[config.mk]
export PLATFORM = sky130hd
export DESIGN_NAME = sync_fifo_mc_flat
export DESIGN_NICKNAME = d
export VERILOG_FILES = /design/src/rtl/sync_fifo_mc_if.sv /design/src/rtl/sync_fifo_mc.sv /design/src/flat_wrapper.sv
export SDC_FILE = /design/constraint.sdc
export NUM_CORES = 1
export LEC_CHECK = 0
export ABC_AREA = 1
export CAP_MARGIN = 20
export CORE_ASPECT_RATIO = 1.25
export CORE_MARGIN = 4
export CORE_UTILIZATION = 32
export DETAILED_ROUTE_END_ITERATION = 8
export HOLD_SLACK_MARGIN = 0.12
export SYNTH_ARGS = -nofsm -noshare
export SYNTH_HDL_FRONTEND = slang
export SYNTH_SLANG_ARGS = --single-unit
[constraint.sdc]
create_clock -name clk -period 4.56 [get_ports clk]
set_input_delay 0.456 -clock clk [delete_from_list [all_inputs] [get_ports clk]]
set_output_delay 0.456 -clock clk [all_outputs]
set_load 0.005 [all_outputs]
[src/rtl/sync_fifo_mc_if.sv]
// Handshake and status bundle for the multi-channel FIFO.
// The FIFO connects to the slave modport; the producer/consumer side uses master.
interface sync_fifo_mc_if #(
  parameter int WIDTH  = 32,
  parameter int DEPTH  = 6,
  parameter int NUM_CH = 4
) ();
  localparam int CW = $clog2(DEPTH + 1);

  logic [NUM_CH-1:0]       flush_en;
  logic [NUM_CH-1:0]       enq_valid;
  logic [NUM_CH-1:0]       enq_ready;
  logic [NUM_CH*WIDTH-1:0] enq_data;
  logic [NUM_CH-1:0]       deq_valid;
  logic [NUM_CH-1:0]       deq_ready;
  logic [NUM_CH*WIDTH-1:0] deq_data;
  logic [NUM_CH*CW-1:0]    count;
  logic [NUM_CH-1:0]       almost_full;
  logic [NUM_CH-1:0]       almost_empty;

  modport master (
    output flush_en, enq_valid, enq_data, deq_ready,
    input  enq_ready, deq_valid, deq_data, count, almost_full, almost_empty
  );

  modport slave (
    input  flush_en, enq_valid, enq_data, deq_ready,
    output enq_ready, deq_valid, deq_data, count, almost_full, almost_empty
  );
endinterface

[src/rtl/sync_fifo_mc.sv]
// NUM_CH independent show-ahead FIFOs of DEPTH entries on one clock, each with
// its own flush, occupancy count and almost-full/almost-empty flags.
module sync_fifo_mc #(
  parameter int WIDTH                  = 32,
  parameter int DEPTH                  = 6,
  parameter int NUM_CH                 = 4,
  parameter int ALMOST_FULL_THRESHOLD  = DEPTH,
  parameter int ALMOST_EMPTY_THRESHOLD = 1
) (
  input logic           clk,
  input logic           rst_n,
  sync_fifo_mc_if.slave bus
);
  localparam int CW = $clog2(DEPTH + 1);
  localparam int PW = (DEPTH > 1) ? $clog2(DEPTH) : 1;
  localparam logic [CW-1:0] FULL_COUNT = CW'(DEPTH);
  localparam logic [PW-1:0] LAST_PTR   = PW'(DEPTH - 1);

  logic [NUM_CH-1:0]       enq_ready_w;
  logic [NUM_CH-1:0]       deq_valid_w;
  logic [NUM_CH-1:0]       almost_full_w;
  logic [NUM_CH-1:0]       almost_empty_w;
  logic [NUM_CH*WIDTH-1:0] deq_data_w;
  logic [NUM_CH*CW-1:0]    count_w;

  for (genvar c = 0; c < NUM_CH; c++) begin : g_ch
    logic [WIDTH-1:0] mem [DEPTH];
    logic [PW-1:0]    head;
    logic [PW-1:0]    tail;
    logic [CW-1:0]    cnt;
    logic             do_enq;
    logic             do_deq;

    // Ready/valid come only from the registered count, never from the partner's request.
    assign enq_ready_w[c]    = (cnt != FULL_COUNT);
    assign deq_valid_w[c]    = (cnt != '0);
    assign almost_full_w[c]  = (int'(cnt) >= ALMOST_FULL_THRESHOLD);
    assign almost_empty_w[c] = (int'(cnt) <= ALMOST_EMPTY_THRESHOLD);
    assign count_w[c*CW +: CW]         = cnt;
    assign deq_data_w[c*WIDTH +: WIDTH] = mem[head];

    assign do_enq = bus.enq_valid[c] && enq_ready_w[c];
    assign do_deq = bus.deq_ready[c] && deq_valid_w[c];

    always_ff @(posedge clk) begin
      if (rst_n && !bus.flush_en[c] && do_enq)
        mem[tail] <= bus.enq_data[c*WIDTH +: WIDTH];
    end

    always_ff @(posedge clk) begin
      if (!rst_n || bus.flush_en[c]) begin
        head <= '0;
        tail <= '0;
        cnt  <= '0;
      end else begin
        if (do_enq)
          tail <= (tail == LAST_PTR) ? '0 : tail + PW'(1);
        if (do_deq)
          head <= (head == LAST_PTR) ? '0 : head + PW'(1);
        if (do_enq && !do_deq)
          cnt <= cnt + CW'(1);
        else if (!do_enq && do_deq)
          cnt <= cnt - CW'(1);
      end
    end
  end

  assign bus.enq_ready    = enq_ready_w;
  assign bus.deq_valid    = deq_valid_w;
  assign bus.almost_full  = almost_full_w;
  assign bus.almost_empty = almost_empty_w;
  assign bus.deq_data     = deq_data_w;
  assign bus.count        = count_w;
endmodule
[src/flat_wrapper.sv]
// flat-port wrapper written by rule: the top's interface ports become plain ports
module sync_fifo_mc_flat 
#(
  parameter int WIDTH                  = 32,
  parameter int DEPTH                  = 6,
  parameter int NUM_CH                 = 4,
  parameter int ALMOST_FULL_THRESHOLD  = DEPTH,
  parameter int ALMOST_EMPTY_THRESHOLD = 1
)
  (clk, rst_n, bus_flush_en, bus_enq_valid, bus_enq_data, bus_deq_ready, bus_enq_ready, bus_deq_valid, bus_deq_data, bus_count, bus_almost_full, bus_almost_empty);
  sync_fifo_mc_if #(.WIDTH(WIDTH), .DEPTH(DEPTH), .NUM_CH(NUM_CH)) bus_i ();
  input logic clk;
  input logic rst_n;
  input wire logic [$bits(bus_i.flush_en)-1:0] bus_flush_en;
  input wire logic [$bits(bus_i.enq_valid)-1:0] bus_enq_valid;
  input wire logic [$bits(bus_i.enq_data)-1:0] bus_enq_data;
  input wire logic [$bits(bus_i.deq_ready)-1:0] bus_deq_ready;
  output wire logic [$bits(bus_i.enq_ready)-1:0] bus_enq_ready;
  output wire logic [$bits(bus_i.deq_valid)-1:0] bus_deq_valid;
  output wire logic [$bits(bus_i.deq_data)-1:0] bus_deq_data;
  output wire logic [$bits(bus_i.count)-1:0] bus_count;
  output wire logic [$bits(bus_i.almost_full)-1:0] bus_almost_full;
  output wire logic [$bits(bus_i.almost_empty)-1:0] bus_almost_empty;
  assign bus_i.flush_en = bus_flush_en;
  assign bus_i.enq_valid = bus_enq_valid;
  assign bus_i.enq_data = bus_enq_data;
  assign bus_i.deq_ready = bus_deq_ready;
  assign bus_enq_ready = bus_i.enq_ready;
  assign bus_deq_valid = bus_i.deq_valid;
  assign bus_deq_data = bus_i.deq_data;
  assign bus_count = bus_i.count;
  assign bus_almost_full = bus_i.almost_full;
  assign bus_almost_empty = bus_i.almost_empty;
  sync_fifo_mc #(.WIDTH(WIDTH), .DEPTH(DEPTH), .NUM_CH(NUM_CH), .ALMOST_FULL_THRESHOLD(ALMOST_FULL_THRESHOLD), .ALMOST_EMPTY_THRESHOLD(ALMOST_EMPTY_THRESHOLD)) u_core (.clk(clk), .rst_n(rst_n), .bus(bus_i));
endmodule
* Word level (Yosys, flattened, before mapping)
Memories as Yosys holds them, arrays and structs flattened. A register that Yosys moved wholly into a read port is not among the register bits.
Index checks and enable logic that the tools add are counted.
** Word-level totals
- Register bits after elaboration :: 36
- Bits in writable memories :: 768
- Input bits :: 142
- Output and inout bits :: 156
- Logic and storage cells :: 133
- Memories :: 4
** Memory list
- u_core.g_ch[0].mem :: words 6, width 32, read ports 1, clocked after memory_dff 1, write ports 1, RTL line sync_fifo_mc.sv:27 : logic [WIDTH-1:0] mem [DEPTH];
- u_core.g_ch[1].mem :: words 6, width 32, read ports 1, clocked after memory_dff 1, write ports 1, RTL line sync_fifo_mc.sv:27
- u_core.g_ch[2].mem :: words 6, width 32, read ports 1, clocked after memory_dff 1, write ports 1, RTL line sync_fifo_mc.sv:27
- u_core.g_ch[3].mem :: words 6, width 32, read ports 1, clocked after memory_dff 1, write ports 1, RTL line sync_fifo_mc.sv:27
** Cells by class
- $add $sub $neg :: 16
- Order comparisons :: 8
- Equal/unequal tests :: 12
- Muxes and demuxes :: 32
- Reductions and logical operators :: 49
** Operators with widths (number)
- 3-bit 2-to-1 mux :: 24
- 3-bit by 1-bit adder with 3-bit output (second input constant) :: 12
- 3-bit equality test (second input constant) :: 8
- 1-bit logical AND :: 24
- 1-bit logical NOT :: 13
- 3-bit >= comparator (second input constant) :: 4
- 3-bit by 1-bit less-or-equal comparator with 1-bit output (second input constant) :: 4
- 3-bit inequality test (second input constant) :: 4
- 3-bit nonzero test :: 4
- 3-bit by 1-bit subtractor with 3-bit output (second input constant) :: 4
- 1-bit 2-to-1 mux :: 8
- 2-bit nonzero test :: 4
- 1-bit logical OR :: 4

* Logic depth before layout (Yosys ltp)
- Word-level depth :: 6
- Gate-level depth with buffers :: 12
- Depth with buffers taken out :: 12

* Worst setup path before layout
No wires, ideal clock.
- Kind :: reg2reg
- Start :: register u_core.g_ch[3].cnt[0]
- End :: memory u_core.g_ch[3].mem[4][0], enable pin
- Setup time :: 0.461 ns
- Arrival time :: 3.323 ns
- Required time :: 4.099 ns
- Setup slack :: 0.775 ns
- Cell stages (with the launch flop) :: 8
- Path buffers :: 0
- Period minus slack after synthesis :: 3.785 ns
- Path through :: dfxtp_1 -> inv_1 -> ha_1 -> nand2_1 -> nand2_1 -> nor2_2 -> nand2_1 -> nor3_1
** On the way
- Cells in the longest elaborated chain, start to end :: 5
** RTL lines
- start, declared :: RTL line sync_fifo_mc.sv:30 : logic [CW-1:0] cnt;
- start signal, assigned :: RTL line sync_fifo_mc.sv:61 : cnt <= cnt + CW'(1);
- start signal, assigned :: RTL line sync_fifo_mc.sv:63 : cnt <= cnt - CW'(1);
- 3-bit inequality test :: RTL line sync_fifo_mc.sv:35 : assign enq_ready_w[c] = (cnt != FULL_COUNT);
- via bus_enq_ready[3] :: RTL line flat_wrapper.sv:18 : output wire logic [$bits(bus_i.enq_ready)-1:0] bus_enq_ready;
- 1-bit logical AND :: RTL line sync_fifo_mc.sv:42 : assign do_enq = bus.enq_valid[c] && enq_ready_w[c];
- 1-bit logical AND :: RTL line sync_fifo_mc.sv:46 : if (rst_n && !bus.flush_en[c] && do_enq)
- 1-bit 2-to-1 mux :: RTL line sync_fifo_mc.sv:46
- 1-bit 2-to-1 mux (implied by the code) :: RTL line sync_fifo_mc.sv:47 : mem[tail] <= bus.enq_data[c*WIDTH +: WIDTH];
- end, declared :: RTL line sync_fifo_mc.sv:27
The timed path passes the listed nets, and every way through them passes these cells.

==> impl_results.md <==
* Status: finished, final reports clean
* Sequential share of power at 52.5%
* Syn_nets at 2,704
* Pleak at 13.5 nW
* CTS sink cnt at 816
* Period utilisation layout at ~75%
* Synth-to-Final Area Change at 21.5%
* Iter 0 DRT Violations at 1,361
* Placed cell areas at 0.0362 sq mm
* R2R depth at 8
* Post-synth EDFFs at 768
* FF+latch count, synth at 816
* Sw frac at a little over a fifth
* Switch Pwr at 3.30 mW
* H-tree Lvls at 3
* Logic pwr share at between 5 and 6%
* Worst Path Max Fanout at 33
* Dpl hpwl at 44,100 microns
* Internal at 12.5 mW
* Yosys cell types at 21
* Max stage delay on crit path at 0.57 ns
* Setup TNS at 0 ns
* Port Buf Inserts at 297
* Maxcap violations at 0
* Minimum clock period at 3.42 ns
* Post-synth top area share at 72.1%
* Die width at 291 microns
* # rows at 129
* First-pass GRT wire length at 115,000 microns
* Ys Warns at 0
* Slowest CP cell: clkdlybuf4s50_1
* Pwr dens at 406 mW/mm^2
* Worst hold path cell count at 1
* Final wirelength at 75,900 microns
* RSZ-0062 raised after global routing: false
* CTS tree: done
* Worst Tran Pin Value at 1.05 ns
* # hold bufs at CTS at 0
* Syn Inst Count at about 2.5k
* I/O pin count at 298
* WS Path Type: flop to primary output
* Avg Cell Area, Syn at 12.6 sq um
* Fin area at 0.0388 sq mm
* Largest net degree at the start of global routing at 97
* Via-per-instance ratio at ~4.7
* Drt pass-1 iters at 8
* Initial Utilization at 32.3%
* Ys flop type: edfxtp_1
* Max rail drop VDD at 0.331 mV
* Initial antenna violation count at 3
* Fillers at ~9.3k
* Placed Cells at 4,062
* Skew-Pair Late Insertion Delay at between 0.6 and 0.7 ns
* Final-report hold violation count at 0
* Final setup fails at 0
* Grt ovf at 0
* CP cell instances: buf_4, inv_1, buf_4, nand3_1, nand3_1, o21ai_1, clkdlybuf4s50_1
* Final net count at 2,999
* TritonCTS Buffers at 82
* Worst hold path type: flop to flop
* Vias in the first global route at 19.4k
* Max-slew violation count at 0
* Max Fclk at 293 MHz
* Startpoint Class: flop
* Sequential fraction of the synthesis area at between 70% and 80%
* Synth top area cells: edfxtp_1 72%, nand2_1 7.0%, nand3_1 6.3%, dfxtp_1 3.0%, o21ai_0 2.1%
* Most common cell in the netlist: edfxtp_1
* Die outline height at approximately 360 microns
* Synthesized cell area at 0.0320 sq mm
* Slew margin rel. at 30.2%
* Critical path endpoint category: primary output
* Drt drc at 0
* Proportion of layout cells with a drive suffix above 1 at 6.62%
* Fin util at 39.2%
* Via count at 19.8k
* Largest area contributor in the netlist: edfxtp_1
* GPL Wtd Cong at 0.729
* Post_cts resized at 0
* GRT Overall Usage at 13.9%
* Non-filler cells, final at 4,211
* Clock Path Buffers at 3
* Clock power frac at 42.0%
* Routed len/inst at 18.0 microns
* Root Driver: clkbuf_16
* Pwr Total at around 16 mW
* Die Area at ~0.11 sq mm
* Ys async rst share at 0%
* Commonest cells in the synthesized netlist: 768 x edfxtp_1, 596 x nand2_1, 404 x nand3_1
* Core Area at 0.0991 sq mm
* Worst Skew at 0.0261 ns
* Post-CTS Setup Repair Bufs at 0
* CP required at 4.10 ns
* CP arrival at 2.96 ns
* CTS clk-pin slew, worst paths at roughly 0.06 ns
* ANT nets after route at 0
[registers in the layout, indices dropped and copies added (netlist names), named ones only]
register          flops
u_core.g_ch.mem     768
u_core.g_ch.cnt      12
u_core.g_ch.head     12
u_core.g_ch.tail     12
[cell families (layout without fill, tap and decap cells)]
logic type	after synthesis	in the layout	synth area share, %
AND/OR/NAND/NOR	1188	1188	15.7
other	0	1	0
XOR/XNOR	4	4	0.110
AO/OA/AOI/OAI	282	282	4.42
buffers and inverters	230	589	3.79
flip-flops	816	816	75.2
adder cells (fa/ha/maj)	21	21	0.822
[path summary, 6_finish.rpt]
kind,startpoint,endpoint,slack (ns)
worst max-delay path,flop,bus_deq_data[50],1.14
worst min-delay path,u_core.g_ch[1].cnt[0]$_SDFFE_PP0P_,u_core.g_ch[1].cnt[0]$_SDFFE_PP0P_,0.50
worst max register to register,u_core.g_ch[1].cnt[0]$_SDFFE_PP0P_,u_core.g_ch[1].mem[3][23]$_DFFE_PP_,1.95
worst min register to register,u_core.g_ch[1].cnt[0]$_SDFFE_PP0P_,u_core.g_ch[1].cnt[0]$_SDFFE_PP0P_,0.50
[area by class of cell]
cell class                 instances  area, sq um  area share (%)
sequential                       816        24000            61.9
timing repair buffer             347         3350            8.62
clock buffer                     106         2210            5.68
clock inverter                    42          434            1.12
tap                             1310         1640            4.22
multi-input combinational       1495         6820            17.6
antenna                            1         2.50         0.00644
inverter                          94          363           0.934
[power groups by stage]
stage	Combinational [mW]	Clock, mW	Sequential [mW]
6_report	0.867	6.62	8.28
4_1_cts	0.888	6.82	8.28
3_3_place_gp	0.872	0	8.44
5_1_grt	0.966	7.14	8.28
2_1_floorplan	0.379	0	8.44
3_5_place_dp	0.882	0	8.44
[worst max-delay path: cells and delay by family, from the launching register on]
kind	cells	cell delay, ns
buffers and inverters	4	1.62
DFF	1	0.30
AOI/OAI and AO/OA	1	0.22
and+or+nand+nor	2	0.19
[cell usage in the layout, fill, tap and decap left out, types with 17 or more instances in the layout]
cell | Yosys | routed
edfxtp_1 | 768 | 768
nand2_1 | 596 | 596
ha_1 | 21 | 21
o21ai_0 | 137 | 137
inv_1 | 90 | 88
clkbuf_1 | 36 | 21
clkdlybuf4s50_1 | 0 | 297
buf_4 | 15 | 50
nand3_1 | 404 | 404
o21ai_1 | 128 | 128
a21oi_1 | 17 | 17
dfxtp_1 | 48 | 44
clkbuf_16 | 0 | 85
nor2_1 | 160 | 155
[metal layers]
layer / global-route usage (%) / up-vias / part of all wire [%]
li1: - / 9612 / -
met2: 24.6 / 494 / 50
met3: 3.15 / 122 / 5.7
met4: 4.19 / 4 / 2.4
met5: 0 / - / 0.036
met1: 17.1 / 9563 / 41
[through the flow]
stage | hold slack, ns | setup slack (ns)
after global placement | 0.480 | 1.38
after floorplan | 0.461 | 0.775
final | 0.498 | 1.14
after detailed placement | 0.483 | 1.41
after global routing | 0.475 | 0.860
after CTS | 0.445 | 0.992
Note: power is estimated with default switching activity, not from simulation.
